--- config.mk ---
export PLATFORM = sky130hd
export DESIGN_NAME = spi_master_burst
export DESIGN_NICKNAME = d
export VERILOG_FILES = /design/src/rtl/spi_master_burst.sv
export SDC_FILE = /design/constraint.sdc
export NUM_CORES = 1
export LEC_CHECK = 0
export ABC_AREA = 1
export BUFFER_PORTS_ARGS = -buffer_cell sky130_fd_sc_hd__buf_2
export CAP_MARGIN = 20
export CORE_MARGIN = 10
export CORE_UTILIZATION = 41
export CTS_CLUSTER_DIAMETER = 30
export DETAILED_ROUTE_END_ITERATION = 10
export GPL_ROUTABILITY_DRIVEN = 0
export HOLD_SLACK_MARGIN = 0.12
export PLACE_DENSITY = 0.63
export SLEW_MARGIN = 40
export SYNTH_ARGS = -nofsm -noshare
export SYNTH_HDL_FRONTEND = slang
export SYNTH_SLANG_ARGS = --single-unit
--- constraint.sdc ---
create_clock -name iSCLK -period 1.7 [get_ports iSCLK]
set_clock_uncertainty 0.15 [all_clocks]
set_input_delay 0.085 -clock iSCLK [delete_from_list [all_inputs] [get_ports iSCLK]]
set_output_delay 0.085 -clock iSCLK [all_outputs]
set_load 0.05 [all_outputs]
--- src/rtl/spi_master_burst.sv ---
// SPI master burst engine: modes 0-3, runtime SCK divider, multi-word bursts; SPI_LSB_FIRST_EN selects LSB-first shifting.
// Latency: CS falls one cycle after iStart; each word costs (2*pDataWidth+1)*(iDiv+1) cycles, CS hold adds (iDiv+1).
// Backpressure: between words the engine parks in WAIT with oWdReq high and SCK idle until iWdVd arrives.
module spi_master_burst #(
    parameter int pDataWidth = 8,
    parameter int pLenWidth  = 8,
    parameter int pDivWidth  = 8
) (
    input  logic                  iSCLK,
    input  logic                  iSRST,
    input  logic                  iStart,
    input  logic [pLenWidth-1:0]  iLen,
    input  logic                  iCpol,
    input  logic                  iCpha,
    input  logic [pDivWidth-1:0]  iDiv,
    input  logic [pDataWidth-1:0] iWd,
    input  logic                  iWdVd,
    output logic                  oWdReq,
    output logic [pDataWidth-1:0] oRd,
    output logic                  oRdVd,
    output logic                  oBusy,
    output logic                  oDone,
    output logic                  oSpiSck,
    output logic                  oSpiMosi,
    output logic                  oSpiCs,
    input  logic                  iSpiMiso
);

    localparam int cTogWidth = $clog2(2 * pDataWidth + 1);
    localparam logic [cTogWidth-1:0] cLastTog = cTogWidth'(2 * pDataWidth);
    localparam logic [cTogWidth-1:0] cPenTog  = cTogWidth'(2 * pDataWidth - 1);

    typedef enum logic [2:0] {IDLE, SETUP, SHIFT, WAIT, TAIL} stateT;

    stateT                 state;
    logic [pDataWidth-1:0] txSh;
    logic [pDataWidth-1:0] rxSh;
    logic [pLenWidth-1:0]  wordCnt;
    logic [pDivWidth-1:0]  divLat;
    logic [pDivWidth-1:0]  divCnt;
    logic [cTogWidth-1:0]  togCnt;
    logic                  cpol;
    logic                  cpha;

    logic                  tick;
    logic                  doToggle;
    logic                  leading;
    logic                  wdFirst;
    logic                  txCur;
    logic                  txNext;
    logic [pDataWidth-1:0] txShift;
    logic [pDataWidth-1:0] rxNext;

`ifdef SPI_LSB_FIRST_EN
    assign wdFirst = iWd[0];
    assign txCur   = txSh[0];
    assign txNext  = txSh[1];
    assign txShift = {1'b1, txSh[pDataWidth-1:1]};
    assign rxNext  = {iSpiMiso, rxSh[pDataWidth-1:1]};
`else
    assign wdFirst = iWd[pDataWidth-1];
    assign txCur   = txSh[pDataWidth-1];
    assign txNext  = txSh[pDataWidth-2];
    assign txShift = {txSh[pDataWidth-2:0], 1'b1};
    assign rxNext  = {rxSh[pDataWidth-2:0], iSpiMiso};
`endif

    assign tick     = (divCnt == divLat) && (state == SETUP || state == SHIFT || state == TAIL);
    // The SETUP tick produces the first SCK edge; SHIFT ticks produce the rest, then one idle half-period.
    assign doToggle = tick && (state == SETUP || (state == SHIFT && togCnt != cLastTog));
    assign leading  = ~togCnt[0];

    always_ff @(posedge iSCLK) begin
        if (iSRST) begin
            state    <= IDLE;
            txSh     <= '0;
            rxSh     <= '0;
            wordCnt  <= '0;
            divLat   <= '0;
            divCnt   <= '0;
            togCnt   <= '0;
            cpol     <= 1'b0;
            cpha     <= 1'b0;
            oWdReq   <= 1'b0;
            oRd      <= '0;
            oRdVd    <= 1'b0;
            oBusy    <= 1'b0;
            oDone    <= 1'b0;
            oSpiSck  <= 1'b0;
            oSpiMosi <= 1'b1;
            oSpiCs   <= 1'b1;
        end else begin
            oRdVd <= 1'b0;
            oDone <= 1'b0;

            if (tick || state == IDLE || state == WAIT) divCnt <= '0;
            else                                        divCnt <= divCnt + 1'b1;

            if (doToggle) begin
                oSpiSck <= ~oSpiSck;
                togCnt  <= togCnt + 1'b1;
                if (leading == cpha) begin
                    oSpiMosi <= cpha ? txCur : txNext;
                    txSh     <= txShift;
                end else begin
                    rxSh <= rxNext;
                end
                // CPHA=1 takes its final sample on this same edge, so bypass the shifter.
                if (togCnt == cPenTog) begin
                    oRd   <= cpha ? rxNext : rxSh;
                    oRdVd <= 1'b1;
                end
            end

            case (state)
                IDLE: begin
                    oBusy <= 1'b0;
                    if (iStart && !oBusy) begin
                        txSh    <= iWd;
                        wordCnt <= iLen;
                        cpol    <= iCpol;
                        cpha    <= iCpha;
                        divLat  <= iDiv;
                        togCnt  <= '0;
                        oSpiSck <= iCpol;
                        oSpiCs  <= 1'b0;
                        oBusy   <= 1'b1;
                        if (!iCpha) oSpiMosi <= wdFirst;
                        state   <= SETUP;
                    end
                end
                SETUP: begin
                    if (tick) state <= SHIFT;
                end
                SHIFT: begin
                    if (tick && togCnt == cLastTog) begin
                        if (wordCnt == '0) begin
                            state <= TAIL;
                        end else begin
                            wordCnt <= wordCnt - 1'b1;
                            oWdReq  <= 1'b1;
                            state   <= WAIT;
                        end
                    end
                end
                WAIT: begin
                    if (iWdVd) begin
                        txSh   <= iWd;
                        togCnt <= '0;
                        oWdReq <= 1'b0;
                        if (!cpha) oSpiMosi <= wdFirst;
                        state  <= SETUP;
                    end
                end
                TAIL: begin
                    if (tick) begin
                        oSpiCs   <= 1'b1;
                        oSpiMosi <= 1'b1;
                        oDone    <= 1'b1;
                        state    <= IDLE;
                    end
                end
                default: state <= IDLE;
            endcase
        end
    end

endmodule

After elaboration in Yosys (flattened, before gate mapping)
Index checks and enable logic that the tools add are counted.

cells by class
  eq/ne operators = 15
  muxes and demuxes = 43
  shift-type cells = 0
  bitwise operators = 5
  multipliers = 0
  order comparisons = 0
  div/mod/pow operators = 0
  $add $sub $neg = 3
  reductions and logical operators = 26

operators by type and width
  kind                                               number
  two-way mux 8 bit                                  8
  one-hot mux 8 bit (2 select lines)                 2
  two-way mux 1 bit                                  19
  two-way mux 3 bit                                  6
  two-way mux 5 bit                                  3
  one-hot mux 3 bit (5 select lines)                 1
  one-hot mux 5 bit (2 select lines)                 1
  adder 8 x 1 -> 8 bit (second input constant)       1
  == test 8 bit                                      1
  zero test 8 bit                                    1
  inequality test 2 bit (second input constant)      4
  AND reduction 4 bit                                2
  subtractor 8 x 1 -> 8 bit (second input constant)  1
  == test 3 x 2 -> 1 bit (second input constant)     2
  AND reduction 2 bit                                3
  nonzero test 2 bit                                 3
  OR reduction 2 bit                                 3
  adder 5 x 1 -> 5 bit (second input constant)       1
  == test 5 x 4 -> 1 bit (second input constant)     1
  == test 5 bit (second input constant)              1
  logical AND 1 bit                                  5
  logical OR 1 bit                                   5
  inequality test 5 bit (second input constant)      1
  inverter 1 bit                                     5
  other kinds (10)                                   12

storage, ports and cells
  input port bits = 31
  memories kept = 0
  logic and storage cells = 108
  flip-flop bits (word level) = 64
  output and inout port bits = 15
  ROM bits = 0
  memory bits (writable) = 0
  latch bits = 0

Longest topological paths before layout
  depth after elaboration = 9
  mapped depth = 13
  mapped depth without buffers = 12

Worst setup path after synthesis
OpenSTA, ideal clock, no wires.

  path kind = register to register
  from = register togCnt[0]
  to = register wordCnt[0]
  path buffers = 1
  setup slack = -0.104 ns
  stages on the path, launching flop included = 11
  setup time = 0.113 ns
  required time = 1.437 ns
  data arrival time = 1.542 ns
  clock period less this slack = 1.804 ns
  cell sequence = dfxtp_1 -> inv_1 -> ha_1 -> nand2_1 -> nor3_1 -> nand4_1 -> nand2_2 -> nand3_4 -> buf_6 -> nor2_1 -> nor2_1

between the ends
  cells in the longest elaborated chain, start to end = 4

ends and longest elaborated chain
  item                                      RTL line  source
  start: declaration                        41        logic [cTogWidth-1:0] togCnt;
  start signal: assignment                  101       togCnt <= togCnt + 1'b1;
  == test 5 bit                             136       if (tick && togCnt == cLastTog) begin
  logical AND 1 bit                         136
  inequality test 2 x 1 -> 1 bit (no line)  -
  AND reduction 4 bit (no line)             -
  end signal: assignment                    120       wordCnt <= iLen;
  end signal: assignment                    140       wordCnt <= wordCnt - 1'b1;
  end: declaration                          38        logic [pLenWidth-1:0] wordCnt;

Every way passes these cells.
A chain may end at the register's enable or synchronous reset.

Worst setup path in the final report
  from = register togCnt[0]
  to = register wordCnt[3]

The elaborated chain is that of the path after synthesis.

==> flow_metrics.env <==
export IMPL_cp_arrival_ns=1.86
export IMPL_synth_edf_count=0
export IMPL_syn_inst=494
export IMPL_synth_most_common_cell="nand2_1"
export IMPL_start_kind="flop"
export IMPL_placement_io_buffers=45
export IMPL_path_clk_slew_ns=0.07
export IMPL_setup_ws_ns=-0.0411
export IMPL_syn_to_final_growth_pct=41.4
export IMPL_first_pass_iters=4
export IMPL_tightest_slew_ns=0.491
export IMPL_required_ns=1.82
export IMPL_ys_ff_latch=64
export IMPL_synth_area_leaders="dfxtp_1 37%, nand2_1 10%, inv_1 8.6%"
export IMPL_fin_util_pct=60.0
export IMPL_cp_end_kind="flop"
export IMPL_clk_latency_ns=0.35
export IMPL_stdcell_count=718
export IMPL_vdd_drop_max_uv=642
export IMPL_p_per_area_nw_per_um2=1550
export IMPL_yosysSeqAreaShare_pct=36.6
export IMPL_slew_headroom_pct=67.2
export IMPL_p_total_uw=7680
export IMPL_r2r_slack_ns=-0.04
export IMPL_r2r_start="togCnt[0]"
export IMPL_routed_via_count=3519
export IMPL_viasPerCell=4.90
export IMPL_drive_gt1_share_pct=33.4
export IMPL_avgSynthCellArea_um2=7.09
export IMPL_cts_buffers=9
export IMPL_drc_errors=0
export IMPL_rows=33
export IMPL_ys_types=47
export IMPL_fin_crit_sh_pct=102
export IMPL_hpwlAfterDp_mm=5.97
export IMPL_synthArstFlopShare_pct=0
export IMPL_hold_path_startpoint="iStart"
export IMPL_p_leak_uw=0.00227
export IMPL_io_pins=46
export IMPL_postRouteAntennaNets=0
export IMPL_period_needed_ns=1.74
export IMPL_yosysTopAreaCell="dfxtp_1"
export IMPL_n_antenna_cell=0
export IMPL_maxClockFrequency_mhz=574
export IMPL_start_util_pct=42.4
export IMPL_cts_tree="built"
export IMPL_netlist_area_leader_share_pct=36.6
export IMPL_h_tree_depth=3
export IMPL_track_usage_pct=14.7
export IMPL_overflow=0
export IMPL_synth_net_count=530
export IMPL_die_h_um=112
export IMPL_dp_cells=662
export IMPL_status="finished, violations left"
export IMPL_cp_slowest_cell="dfxtp_4"
export IMPL_crit_start="togCnt[0]"
export IMPL_drt_total_wl_mm=9.42
export IMPL_worstSetupPathType="flop to flop"
export IMPL_dieWidth_um=112
export IMPL_fp_dieArea_um2=12600
export IMPL_fin_setup_tns_ns=-0.107
export IMPL_syn_area_um2=3500
export IMPL_synth_ff_type="dfxtp_1"
export IMPL_antenna_found_initial=0
export IMPL_cp_top_family="simple AND/OR/NAND/NOR gates"
export IMPL_grt_max_degree=24
export IMPL_drt_iter0_markers=156
export IMPL_core_area_um2=8260
export IMPL_finalSetupViolCount=6
export IMPL_cp_cell_sequence="inv_4 > ha_4 > nand2_4 > nor3_4 > nand4_1 > nand2_4 > nand3_4 > nand2_1 > inv_1 > nor2_1"
export IMPL_violations="negative setup slack"
export IMPL_grt_first_pass_wirelength_mm=15.9
export IMPL_slowest_delay_ns=0.36
export IMPL_slew_violations=0
export IMPL_cp_common_cell="nand2_4"
export IMPL_grt_pass1_vias=3494
export IMPL_yosys_warnings=0
export IMPL_routedWlPerCell_um=13.1
export IMPL_cap_violations=0
export IMPL_crit_buf_inv=2
export IMPL_root_buffer="clkbuf_8"
export IMPL_worstPathMaxFanout=7
export IMPL_cts_path_max_buffers=2
export IMPL_hold_violations=0
export IMPL_rsz0062_at_grt="yes"
export IMPL_synth_common_cells="94 x nand2_1, 80 x inv_1, 64 x dfxtp_1"
export IMPL_fin_nets=644
export IMPL_cts_sinks=64
export IMPL_hold_worst_slack_ns=0.157
export IMPL_hold_path_class="primary input to flop"
worst paths after layout:
path / end / cells past startpoint
min reg2reg: oRd[3] / 2
max reg2reg: wordCnt[3] / 10
max: wordCnt[3] / 10
min: oSpiMosi / 6
power breakdown:
group | internal (µW) | switching, µW | total (µW) | leakage (µW)
Combinational | 1640 | 2570 | 4210 | 0.00164
Clock | 715 | 609 | 1320 | 0.0000993
Sequential | 1870 | 275 | 2140 | 0.000527
state kept, by name (all words and copies together) (netlist names), 3 cells and up:
register	count
togCnt	5
txSh	8
state	3
oRd	8
rxSh	8
wordCnt	8
divCnt	8
divLat	8
routing by layer:
layer	vias up	GRT usage (%)	part of all wire, %
met5	-	0	0
met4	0	4.15	1.9
met3	19	3.09	4.5
met2	82	25.9	51
met1	1606	17.5	42
li1	1812	-	-
worst register-to-register path: cells and delay by family, from the launching register on:
family / cells / cell delay [ns]
adder cells (fa/ha/maj): 1 / 0.13
AND/OR/NAND/NOR: 7 / 0.92
flip-flops: 1 / 0.36
buffers and inverters: 2 / 0.11
cell type report:
type	instances	area (µm²)
Sequential cell	64	1290
Timing Repair Buffer	115	871
Fill cell	727	3300
Inverter	87	344
Tap cell	105	131
Clock inverter	5	56.3
Clock buffer	11	141
Multi-Input combinational cell	331	2120
per-stage QoR:
stage / setup slack (ns) / cell area, µm²
floorplan: 0.00129 / 3530
global placement: -0.0422 / 4060
detailed placement: -0.0906 / 4060
CTS: -0.0663 / 4830
global route: -0.132 / 4950
finish: -0.0411 / 4950
cells in the final DEF, fill, tap and decap left out, types with 5 or more instances in the layout:
| cell | count |
|---|---|
| nand2_4 | 5 |
| nor2_2 | 6 |
| dlygate4sd3_1 | 29 |
| nand3_1 | 18 |
| nand2_1 | 83 |
| o21ai_2 | 8 |
| nand3_4 | 7 |
| a21oi_1 | 24 |
| buf_4 | 33 |
| nand2_2 | 16 |
| a21oi_2 | 11 |
| buf_2 | 45 |
| clkbuf_8 | 10 |
| o21ai_0 | 34 |
| inv_2 | 11 |
| xor2_1 | 6 |
| inv_1 | 73 |
| nor2_1 | 46 |
| dfxtp_1 | 56 |
| dfxtp_2 | 7 |
| o21ai_1 | 9 |
| nand4_1 | 11 |
| buf_6 | 6 |
cell families (layout without fill, tap and decap cells):
kind of cell	count (synthesis)	after routing	share of synthesized area (%)
AND/OR/NAND/NOR	214	219	30.9
buffers and inverters	104	218	12.6
AO/OA/AOI/OAI	95	95	14.8
flip-flops	64	64	36.6
XOR/XNOR	10	10	2.72
adder cells (fa/ha/maj)	5	5	1.79
multiplexers	2	2	0.572
timing repair:
item,4_1_cts,5_1_grt
pin swaps,27,22
hold buffers,29,0
setup buffers,3,4
endpoints found under the hold margin,34,0
gates cloned,6,0
gates resized for setup,53,40
endpoints found under the setup margin,39,52
(Power assumes the default switching activity.)
